--- src/rtl/regfile_reader_pkg.sv ---
// Shared constants and scan-engine state encoding for the register bank reader.
package regfile_reader_pkg;

    localparam int unsigned NREG = 16;
    localparam int unsigned AW   = 4;

    typedef enum logic [1:0] {
        StIdle = 2'd0,
        StShow = 2'd1,
        StFin  = 2'd2
    } scan_state_e;

endpackage

--- src/rtl/regfile_reader_onehot_check.sv ---
// Classifies the write-enable vector and encodes a valid one-hot vector to its index.
module regfile_reader_onehot_check
    import regfile_reader_pkg::*;
(
    input  logic [NREG-1:0] i_en,
    output logic            o_onehot,
    output logic            o_zero,
    output logic            o_multi,
    output logic [AW-1:0]   o_idx
);

    logic [NREG-1:0] w_low_cleared;

    // Clearing the lowest set bit leaves something only if two or more bits were set.
    assign w_low_cleared = i_en & (i_en - NREG'(1));
    assign o_zero        = (i_en == '0);
    assign o_multi       = (w_low_cleared != '0);
    assign o_onehot      = !o_zero && !o_multi;

    // OR of set-bit positions; only meaningful when the vector is one-hot.
    always_comb begin
        o_idx = '0;
        for (int i = 0; i < NREG; i++) begin
            if (i_en[i]) begin
                o_idx = o_idx | AW'(i);
            end
        end
    end

endmodule

--- src/rtl/regfile_reader.sv ---
// 16-entry register bank with one-hot writes, two registered read ports and a
// valid/ready scan engine that streams every register out in address order.
module regfile_reader
    import regfile_reader_pkg::*;
#(
    parameter int unsigned DW = 32
) (
    input  logic            CLK,
    input  logic            RST,
    input  logic [NREG-1:0] EN,
    input  logic [DW-1:0]   WD,
    input  logic [AW-1:0]   RA1,
    input  logic [AW-1:0]   RA2,
    output logic [DW-1:0]   RD1,
    output logic [DW-1:0]   RD2,
    output logic            EnErr,
    input  logic            ScanStart,
    output logic            ScanBusy,
    output logic            ScanValid,
    input  logic            ScanReady,
    output logic [AW-1:0]   ScanAdd,
    output logic [DW-1:0]   ScanData,
    output logic            ScanDone
);

    logic [DW-1:0] r_regs [NREG];
    logic [DW-1:0] r_rd1;
    logic [DW-1:0] r_rd2;
    logic          r_en_err;
    scan_state_e   r_state;
    logic [AW-1:0] r_idx;
    logic [DW-1:0] r_scan_data;

    logic          w_wr_onehot;
    logic          w_wr_zero;
    logic          w_wr_multi;
    logic [AW-1:0] w_wr_idx;
    logic [DW-1:0] w_rd1_d;
    logic [DW-1:0] w_rd2_d;
    logic [AW-1:0] w_ld_addr;
    logic [DW-1:0] w_ld_data;
    scan_state_e   w_state_d;
    logic [AW-1:0] w_idx_d;
    logic [DW-1:0] w_data_d;

    regfile_reader_onehot_check u_onehot_check (
        .i_en     (EN),
        .o_onehot (w_wr_onehot),
        .o_zero   (w_wr_zero),
        .o_multi  (w_wr_multi),
        .o_idx    (w_wr_idx)
    );

    // Write-first bypass: a same-cycle valid write to the read address wins.
    assign w_rd1_d   = (w_wr_onehot && (w_wr_idx == RA1)) ? WD : r_regs[RA1];
    assign w_rd2_d   = (w_wr_onehot && (w_wr_idx == RA2)) ? WD : r_regs[RA2];

    // Address the scan engine would load next: 0 on start, idx+1 on an accepted beat.
    assign w_ld_addr = (r_state == StIdle) ? '0 : r_idx + AW'(1);
    assign w_ld_data = (w_wr_onehot && (w_wr_idx == w_ld_addr)) ? WD : r_regs[w_ld_addr];

    // Register bank: only an exactly one-hot enable writes.
    always_ff @(posedge CLK or posedge RST) begin
        if (RST) begin
            for (int i = 0; i < NREG; i++) begin
                r_regs[i] <= '0;
            end
        end else if (w_wr_onehot) begin
            r_regs[w_wr_idx] <= WD;
        end
    end

    // Read ports and the enable-error pulse, all one cycle behind their inputs.
    always_ff @(posedge CLK or posedge RST) begin
        if (RST) begin
            r_rd1    <= '0;
            r_rd2    <= '0;
            r_en_err <= 1'b0;
        end else begin
            r_rd1    <= w_rd1_d;
            r_rd2    <= w_rd2_d;
            r_en_err <= w_wr_multi;
        end
    end

    // Scan engine state, beat index and snapshot of the beat data.
    always_ff @(posedge CLK or posedge RST) begin
        if (RST) begin
            r_state     <= StIdle;
            r_idx       <= '0;
            r_scan_data <= '0;
        end else begin
            r_state     <= w_state_d;
            r_idx       <= w_idx_d;
            r_scan_data <= w_data_d;
        end
    end

    // Scan next-state: data is only reloaded when a new beat begins, so a stalled
    // beat stays a stable snapshot even if its register is rewritten.
    always_comb begin
        w_state_d = r_state;
        w_idx_d   = r_idx;
        w_data_d  = r_scan_data;
        unique case (r_state)
            StIdle: begin
                if (ScanStart) begin
                    w_state_d = StShow;
                    w_idx_d   = '0;
                    w_data_d  = w_ld_data;
                end
            end
            StShow: begin
                if (ScanReady) begin
                    if (r_idx == AW'(NREG - 1)) begin
                        w_state_d = StFin;
                    end else begin
                        w_idx_d  = w_ld_addr;
                        w_data_d = w_ld_data;
                    end
                end
            end
            StFin: begin
                w_state_d = StIdle;
            end
            default: begin
                w_state_d = StIdle;
            end
        endcase
    end

    assign RD1       = r_rd1;
    assign RD2       = r_rd2;
    assign EnErr     = r_en_err;
    assign ScanBusy  = (r_state != StIdle);
    assign ScanValid = (r_state == StShow);
    assign ScanDone  = (r_state == StFin);
    assign ScanAdd   = r_idx;
    assign ScanData  = r_scan_data;

    logic w_unused;
    assign w_unused = w_wr_zero;

endmodule
--- config.mk ---
export PLATFORM = sky130hd
export DESIGN_NAME = regfile_reader
export DESIGN_NICKNAME = d
export VERILOG_FILES = /design/src/rtl/regfile_reader_pkg.sv /design/src/rtl/regfile_reader_onehot_check.sv /design/src/rtl/regfile_reader.sv
export SDC_FILE = /design/constraint.sdc
export NUM_CORES = 1
export LEC_CHECK = 0
export CELL_PAD_IN_SITES_DETAIL_PLACEMENT = 1
export CELL_PAD_IN_SITES_GLOBAL_PLACEMENT = 2
export CORE_MARGIN = 4
export CORE_UTILIZATION = 45
export DETAILED_ROUTE_END_ITERATION = 10
export PLACE_DENSITY = 0.9
export SLEW_MARGIN = 20
export SYNTH_ARGS = -nofsm -noshare
export SYNTH_HDL_FRONTEND = slang
export SYNTH_SLANG_ARGS = --single-unit
--- constraint.sdc ---
create_clock -name CLK -period 26.7 [get_ports CLK]
set_input_delay 4.005 -clock CLK [delete_from_list [all_inputs] [get_ports CLK]]
set_output_delay 4.005 -clock CLK [all_outputs]
set_load 0.05 [all_outputs]
Word-level counts from Yosys, hierarchy flattened
Index checks and enable logic that the tools add are counted.
- muxes and demuxes: 43
- order comparisons: 5
- $add $sub $neg: 2
- divide/modulo/power cells: 0
- reduce and logical (&&, ||, !) cells: 14
- bitwise logic cells: 5
- shifts and indexed selects: 0
- equal/unequal tests: 10
- multipliers: 0
- operators with widths (operator ; count):
    $bwmux W512 ; 1
    $mux W32 ; 13
    $bmux W32 S4 ; 3
    $demux W32 S4 ; 1
    $pmux W32 S2 ; 1
    $mux W4 ; 12
    $ge A5 B5 Y1 const B ; 4
    $not A4 Y5 ; 4
    $and A16 B16 Y16 ; 1
    $logic_not A16 Y1 ; 1
    $reduce_bool A16 Y1 ; 1
    $sub A16 B1 Y16 const B ; 1
    $eq A4 B4 Y1 ; 3
    $mux W3 ; 4
    $mux W2 ; 5
    $pmux W4 S2 ; 1
    $logic_and A1 B1 Y1 ; 5
    $lt A5 B1 Y1 const B ; 1
    $add A4 B1 Y4 const B ; 1
    $eq A4 B4 Y1 const B ; 1
    $ne A2 B1 Y1 const B ; 2
    $ne A2 B2 Y1 const B ; 2
    $pmux W2 S2 ; 1
    $reduce_and A4 Y1 ; 1
    other kinds (7) ; 9
- input bits: 60
- memories kept: 0
- word-level logic and storage cells: 101
- bits in latches: 0
- register bits after elaboration: 615
- ROM bits: 0
- output and inout port bits: 104
- memory bits (writable): 0

Depth between registers and ports, before layout
Gate-level depths: netlist (run 1).
- depth in word-level cells: 21
- gate-level depth with buffers: 10

Hierarchy
A second synthesis (run 1) with hierarchy kept.
- cell total of the unflattened synthesis: 2477
- area total of the unflattened synthesis: 35404.0 um2
- modules (own cells, without submodules) (module ; times used ; cells each ; seq. area each (um2) ; area each (um2)):
    regfile_reader ; 1 ; 2435 ; 15389.8 ; 35140.0
    regfile_reader_onehot_check ; 1 ; 42 ; 0.0 ; 264.0

Worst setup path after synthesis (run 1)
No wires, ideal clock.
- kind: input to register
- start: input EN[1]
- end: register r_regs[448] (netlist bit)
- path buffers: 2
- required time: 26.575 ns
- setup slack: 20.188 ns
- stages: 9
- data arrival time: 6.386 ns
- cells stage by stage: or4_4 maj3_2 o31ai_1 and3_2 inv_2 or4_1 buf_2 buf_6 mux2_4
- longest elaborated chain between the ends: 21
- elaborated cells on any way between the ends: 29
- those cells by class: add/sub (1); order compare (2); mux (18); bitwise (2); reduce/logical (6)
- ends and longest elaborated chain (item ; line ; source):
    start: declaration ; regfile_reader.sv:10 ; input logic [NREG-1:0] EN,
    $mux W1 ; regfile_reader_onehot_check.sv:24 ; if (i_en[i]) begin
    $mux W2 (2 in a row) ; regfile_reader_onehot_check.sv:24 ;
    $mux W3 (4 in a row) ; regfile_reader_onehot_check.sv:24 ;
    $mux W4 (8 in a row) ; regfile_reader_onehot_check.sv:24 ;
    $not A4 Y5 (not written as such) ; regfile_reader.sv:69 ; r_regs[w_wr_idx] <= WD;
    $ge A5 B5 Y1 (not written as such) or $lt A5 B1 Y1 (tied branches) ; regfile_reader.sv:69 ;
    $logic_and A1 B1 Y1 (not written as such) ; regfile_reader.sv:69 ;
    $mux W32 (not written as such) ; regfile_reader.sv:69 ;
    $demux W32 S4 ; regfile_reader.sv:69 ;
    $bwmux W512 ; regfile_reader.sv:69 ;
    end signal: indexed assignment ; regfile_reader.sv:66 ; r_regs[i] <= '0;
    end signal: indexed assignment ; regfile_reader.sv:69 ;
    end: declaration ; regfile_reader.sv:26 ; logic [DW-1:0] r_regs [NREG];
Parallel ways exist; a longest one is shown, timed or not.
A chain may end at the register's enable or synchronous reset.

Worst setup path in the final report (run 1)
- start: input EN[1]
- end: register r_rd1[29] (netlist: RD1[29])
- longest elaborated chain between the ends: 18
- elaborated cells on any way between the ends: 25
- those cells by class: add/sub (1); eq/ne (1); mux (16); bitwise (1); reduce/logical (6)
- ends and longest elaborated chain (item ; line ; source):
    $mux W1 ; regfile_reader_onehot_check.sv:24 ;
    $mux W2 (2 in a row) ; regfile_reader_onehot_check.sv:24 ;
    $mux W3 (4 in a row) ; regfile_reader_onehot_check.sv:24 ;
    $mux W4 (8 in a row) ; regfile_reader_onehot_check.sv:24 ;
    $eq A4 B4 Y1 ; regfile_reader.sv:55 ; assign w_rd1_d = (w_wr_onehot && (w_wr_idx == RA1)) ? WD : r_regs[RA1];
    $logic_and A1 B1 Y1 (*) ; regfile_reader.sv:55 ;
    $mux W32 (*) ; regfile_reader.sv:55 ;
    via w_rd1_d[29] ; regfile_reader.sv:38 ; logic [DW-1:0] w_rd1_d;
    end signal: assignment ; regfile_reader.sv:80 ; r_rd1 <= w_rd1_d;
    end: declaration ; regfile_reader.sv:27 ; logic [DW-1:0] r_rd1;
Mark *: on every way through the listed nets, which the timed path passes. The rest lies on a longest branch.

==> results.toml, run 1 <==
[finish]
fillerInstances = 7435
num-nets-final = 2591
post_route_cells_drive_above_1_share_pct = 41.37
syn2layout_area_growth_pct = 13.62
fin_util_pct = 51.88

[floorplan]
design.die.area_sq_um = 83560
die_height_um = 289.1
num_io_pins = 164
placement_row_count = 102
die_width_um = 289.1
floorplan.core_area_sq_um = 77850
start_util_pct = 45.66

[cts]
ctsLongestPathBuffers = 3
h-tree-depth = 3
cts_resized = 0
post_cts_hold_buffer_count = 0
cts.sink_count = 615
cts_buffers = 69
cts.reportedPaths.clkPinSlew_ns = 0.06
clkLatencyLatePin_ns = 0.61
tritoncts_clock_tree = "built"
cts-root-buf = "clkbuf_16"
post_cts_buffers = 0

[synthesis]
post_synth_xor_area_fraction_pct = 0.2710
synthesis.instances = 2534
synth_area_leaders = "dfrtp_1 (43%), mux4_2 (20%), mux2_2 (16%)"
synth-seq-cells = 615
syn-num-nets = 2595
synthDistinctLibCells = 50
synth-adder-area-share_pct = 0.06687
synth_top_family_by_area = "multiplexers"
ys_top_cells_by_count = "dfrtp_1 (615), mux2_2 (512), mux4_2 (320)"
synth_most_common_cell = "dfrtp_1"
synthesis.area_per_instance_sq_um = 14.03
syn_area_sq_um = 35550
post-synth-top-area-cell = "dfrtp_1"
postSynth.topFlopCell = "dfrtp_1"
synth_simple_gate_area_share_pct = 3.530
register_area_share_after_synthesis_pct = 43.29
synth-edff-count = 0
muxShareOfSynthArea_pct = 43.37
synth_compound_area_share_pct = 6.226
async_reset_ff_share_pct = 100.0
synth.yosys.warnings = 0
synthDominantCellAreaShare_pct = 43.29

[power]
internal_power_uw = 1866
vdd_drop_max_v = 0.00005772
leakage_power_total_uw = 0.01784
p_switching_uw = 1025
power_switching_share_pct = 35.45
clockPowerShare_pct = 36.4
power.share.combinational_pct = 29.1
seq_power_share_pct = 34.6
powerDensity_nw_per_um2 = 71.56

[routing]
vias_after_detailed_routing = 25740
route.detailed.drc = 0
antenna_left = 0
vias_per_cell = 7.098
drt-pass1-iter-count = 5
first_iter_violations = 2568
drt-wirelength-per-cell_um = 34.99
route.final.wire_length_mm = 126.9

[sta]
period_utilisation_layout_pct = 33.04
setup-violations-final = 0
fmax_mhz = 113.4
max_slew.worst_pin.slew_ns = 1.311
max_slew_margin_pct = 12.35
grt_setup_unrepaired = "false"
finClkSkew_ns = 0.01289
setup-tns-final_ns = 0
finalHoldViolCount = 0
finalWorstPathRequiredPeriod_ns = 8.821
maxSlewViolCount = 0

[worst_setup_path]
critPathMaxFanout = 31
max_stage_delay_ns = 1.08
worst_ep_required_time_ns = 27.18
worst-endpoint-arrival_ns = 9.30
path_delay_family = "simple AND/OR/NAND/NOR gates"
ff2ff_setup_slack_ns = 21.76
timing.critical_path.slowest_stage_cell = "nand4_1"
crit_buf_inv = 3
timing.setup.critical_path_class = "in -> reg"
worstPathCellList = "clkdlybuf4s50_1, or4_4, maj3_2, o31ai_1, and3_2, buf_4, nand4_1, buf_4, mux2_1"
setup.worst_path.start_class = "primary input"
cp-end-kind = "flop"
path_common_cell = "buf_4"

[min_path]
timing.hold.worst.class = "reg -> reg"

[grt]
maximum_number_of_pins_on_one_net_before_global_route_repair = 95
grt_use_total_pct = 30.41
grt_antenna_before_repair = 3
grt_pass1_wl_mm = 189.7
first_global_vias = 28220
globalRouteOverflowTotal = 0

[status]
outcome = "complete, no violations"

[place]
place.port_buffers = 163
place_hpwl_mm = 69.26
finalWeightedCongestion = 0.8346

[job]
maxCapViolCount = 0
[power by group through the flow]
stage	combinational, uW	clock, uW	sequential, uW
after floorplan	446	0	1090
after global placement	807	0	1010
after detailed placement	825	0	1020
after CTS	832	1060	999
after global routing	879	1100	1000
final	840	1050	1000
[final timing paths]
path | cells past startpoint | from | endpoint
min reg2reg | 2 | ScanData[22]$_DFFE_PP0P_ | ScanData[22]$_DFFE_PP0P_
min in group asynchronous | 2 | RST | RD2[28]$_DFF_PP0_
max reg2reg | 10 | ScanAdd[0]$_DFFE_PP0P_ | ScanData[2]$_DFFE_PP0P_
max in group asynchronous | 4 | RST | r_regs[142]$_DFFE_PP0P_
max | 9 | EN[1] | RD1[29]$_DFF_PP0_
min | 2 | ScanData[22]$_DFFE_PP0P_ | ScanData[22]$_DFFE_PP0P_
[placed cells by master (no fill, tap or decap), drive strengths merged, types with 3 or more instances in the layout]
master,synthesis,layout
nand2,137,137
mux2,577,577
clkdlybuf4s50,0,155
o221ai,128,128
buf,111,64
xor2,4,4
inv,5,5
bufinv,0,11
o21ai,4,4
a31oi,32,32
o211ai,32,32
nand3,17,17
or4,36,36
mux2i,160,160
clkbuf,183,100
clkinv,0,9
a21oi,36,36
mux4,320,320
a211oi,3,3
clkinvlp,0,5
and3,4,4
dfrtp,615,615
nor4,9,9
xnor2,7,7
nand2b,3,3
and2,3,3
o2111ai,34,34
nor3,5,5
nand4,4,4
nor2b,3,3
nor2,44,44
[registers in the layout, indices dropped and copies added, names as in the netlist]
register and count:
r_state 2, RD1 32, r_regs 512, ScanData 32, EnErr 1, ScanAdd 4, RD2 32
[through the flow]
step	power (uW)	cells	hold slack [ns]	setup slack (ns)	area (sq um)
after floorplan	1532	2534	0.4988	5.475	35550
after global placement	1822	3499	0.5111	17.70	37900
after detailed placement	1841	3499	0.5243	17.54	37900
after CTS	2894	3624	0.5414	18.16	40380
after global routing	2985	3624	0.5648	17.94	40390
final	2890	3626	0.5345	17.88	40390
[cell families after synthesis]
| family | Yosys count |
|---|---|
| mux | 1057 |
| flops | 615 |
| buf+inv | 299 |
| compound gates | 284 |
| simple gates | 266 |
| xor+xnor | 11 |
| fa+ha+maj | 2 |
[routing by layer]
layer  track usage [%]  wire [um]  vias up
met5                 0          0        -
met3             6.444      10320      409
li1                  -          -    10050
met1             38.12      47380    13800
met4             14.37       6730        0
met2             50.68      62420     1484
[cell type report]
cell class / instances / area (sq um) / area share [%]
Tap cell: 1040 / 1301 / 3.222
Clock buffer: 100 / 2058 / 5.096
Clock inverter: 25 / 412.9 / 1.022
Timing Repair Buffer: 219 / 2048 / 5.071
Inverter: 5 / 26.28 / 0.06505
Antenna cell: 2 / 5.005 / 0.01239
Sequential cell: 615 / 15390 / 38.11
Multi-Input combinational cell: 1620 / 19150 / 47.40
[worst register-to-register path, cell delays in order, from the launching register on]
cell and delay, ns:
dfrtp_4 0.72, ha_1 0.41, buf_4 0.58, inv_1 0.21, a21oi_4 0.16, buf_4 0.75
buf_4 1.00, o221ai_1 0.43, mux2i_1 0.22, o221ai_1 0.21, a21oi_1 0.19
Note: power is estimated with default switching activity, not from simulation.
==> run 2, diff against run 1 <==
==> constraint.sdc (replaced) <==
create_clock -name CLK -period 8.2 [get_ports CLK]
set_input_delay 1.23 -clock CLK [delete_from_list [all_inputs] [get_ports CLK]]
set_output_delay 1.23 -clock CLK [all_outputs]
set_load 0.05 [all_outputs]
==> results.toml, run 2 (synthesis gave the netlist of run 1 again) <==
[sta]
final_hold_slack_ns = 0.5307
period_utilisation_layout_pct = 63.86
finalHoldViolCount = 0
setup-violations-final = 0
finClkSkew_ns = 0.01938
max_slew_margin_pct = 25.40
finalWorstPathRequiredPeriod_ns = 5.237
grt_setup_unrepaired = "false"
fmax_mhz = 191.0
setup-tns-final_ns = 0
maxSlewViolCount = 0
max_slew.worst_pin.slew_ns = 1.109

[cts]
h-tree-depth = 3
post_cts_buffers = 0
tritoncts_clock_tree = "built"
cts_buffers = 72
clkLatencyLatePin_ns = 0.63
ctsLongestPathBuffers = 3
cts_resized = 0
cts.sink_count = 615
cts.reportedPaths.clkPinSlew_ns = 0.06
cts-root-buf = "clkbuf_16"
post_cts_hold_buffer_count = 0

[finish]
post_route_cells_drive_above_1_share_pct = 41.26
max_flop_register = "r_regs"
fillerInstances = 7503
layout.cells.most_common = "dfrtp_1"
fin_util_pct = 51.81
largest_register_ff_count = 512
num-nets-final = 2593
syn2layout_area_growth_pct = 13.46
most_frequent_cells_in_the_layout = "dfrtp_1 (614), mux2_2 (512), mux4_2 (320)"
layout.cells.non_filler = 3628

[power]
post-layout-total-power_uw = 9264
vdd_drop_max_v = 0.0002370
powerDensity_nw_per_um2 = 229.7
leakage_power_total_uw = 0.01783

[floorplan]
num_io_pins = 164
design.die.area_sq_um = 83560
die_width_um = 289.1
start_util_pct = 45.66
die_height_um = 289.1
placement_row_count = 102
floorplan.core_area_sq_um = 77850

[grt]
globalRouteOverflowTotal = 0
first_global_vias = 28200
grt_use_total_pct = 29.97
grt_pass1_wl_mm = 187.5
grt_antenna_before_repair = 3
maximum_number_of_pins_on_one_net_before_global_route_repair = 138

[routing]
vias_after_detailed_routing = 25800
route.final.wire_length_mm = 125.0
route.detailed.drc = 0
drt-wirelength-per-cell_um = 34.47
first_iter_violations = 2967
vias_per_cell = 7.112
drt-pass1-iter-count = 5
antenna_left = 0

[place]
place.port_buffers = 163
dp.cells = 3498
finalWeightedCongestion = 0.8440
place_hpwl_mm = 67.28

[job]
maxCapViolCount = 0

[status]
outcome = "complete, no violations"

[worst_setup_path]
cp-end-kind = "flop"
worst_ep_required_time_ns = 8.70
setup.worst_path.start_class = "primary input"
timing.setup.critical_path_class = "in -> reg"
critPathMaxFanout = 34
worst-endpoint-arrival_ns = 5.73

[min_path]
timing.hold.worst.class = "reg -> reg"
-- run 2: changes by cell type in the layout (fill, tap and decap cells not counted), moves of 2 or more --
cell / previous run / this run
buf_6: 7 / 4
inv_16: 0 / 2
clkbuf_1: 14 / 18
clkbuf_8: 13 / 16
bufinv_16: 11 / 4
buf_12: 0 / 5
clkinvlp_4: 5 / 2
inv_6: 0 / 4
buf_4: 53 / 50
-- run 2: report_power, final --
group	leakage, uW	switching, uW	internal [uW]	total [uW]
registers	0.00851	124	3130	3250
logic	0.00815	1870	866	2740
clock network	0.00117	1360	1920	3270
total	0.0178	3350	5910	9260
-- run 2: final cells by class --
cell class / instances / area [sq um] / share of cell area [%]
clock inverter: 21 / 252.7 / 0.6266
antenna: 2 / 5.005 / 0.01241
multi-input combinational: 1620 / 19150 / 47.48
timing repair buffer: 218 / 2092 / 5.187
clock buffer: 107 / 2115 / 5.243
inverter: 5 / 22.52 / 0.05584
tap: 1040 / 1301 / 3.226
sequential: 615 / 15390 / 38.17
-- run 2: worst paths after layout --
check                                    startpoint                       end  slack [ns]  depth (start not counted)
setup reg to reg             ScanAdd[0]$_DFFE_PP0P_  ScanData[30]$_DFFE_PP0P_        3.24                          9
hold reg to reg            ScanData[22]$_DFFE_PP0P_  ScanData[22]$_DFFE_PP0P_        0.53                          2
max in group asynchronous                       RST    ScanAdd[0]$_DFFE_PP0P_        5.15                          4
min in group asynchronous                       RST   r_regs[316]$_DFFE_PP0P_        1.13                          2
setup / recovery                              EN[1]   r_regs[478]$_DFFE_PP0P_        2.96                         10
hold / removal             ScanData[22]$_DFFE_PP0P_  ScanData[22]$_DFFE_PP0P_        0.53                          2
-- run 2: worst max-delay path, cell delays in order --
cell and delay (ns):
clkdlybuf4s50_1 0.49, or4_4 0.59, maj3_2 0.32, o31ai_1 0.22, and3_2 0.74, inv_2 0.07, buf_4 0.38, or4_2 0.73
buf_4 0.45, mux2_1 0.44
-- run 2: per-layer routing --
layer,global-route usage (%),vias to the layer above,routed length (um)
met4,13.38,0,6405
met1,37.82,13980,47300
met5,0,-,0
met2,49.95,1379,61110
met3,6.467,407,10230
li1,-,10040,-
-- run 2: through the flow --
step                      cell area, sq um  setup slack (ns)
final                                40330             2.963
after detailed placement             37960             2.407
after global routing                 40330             2.915
after floorplan                      35550            -1.423
after global placement               37960             2.475
after CTS                            40330             3.066
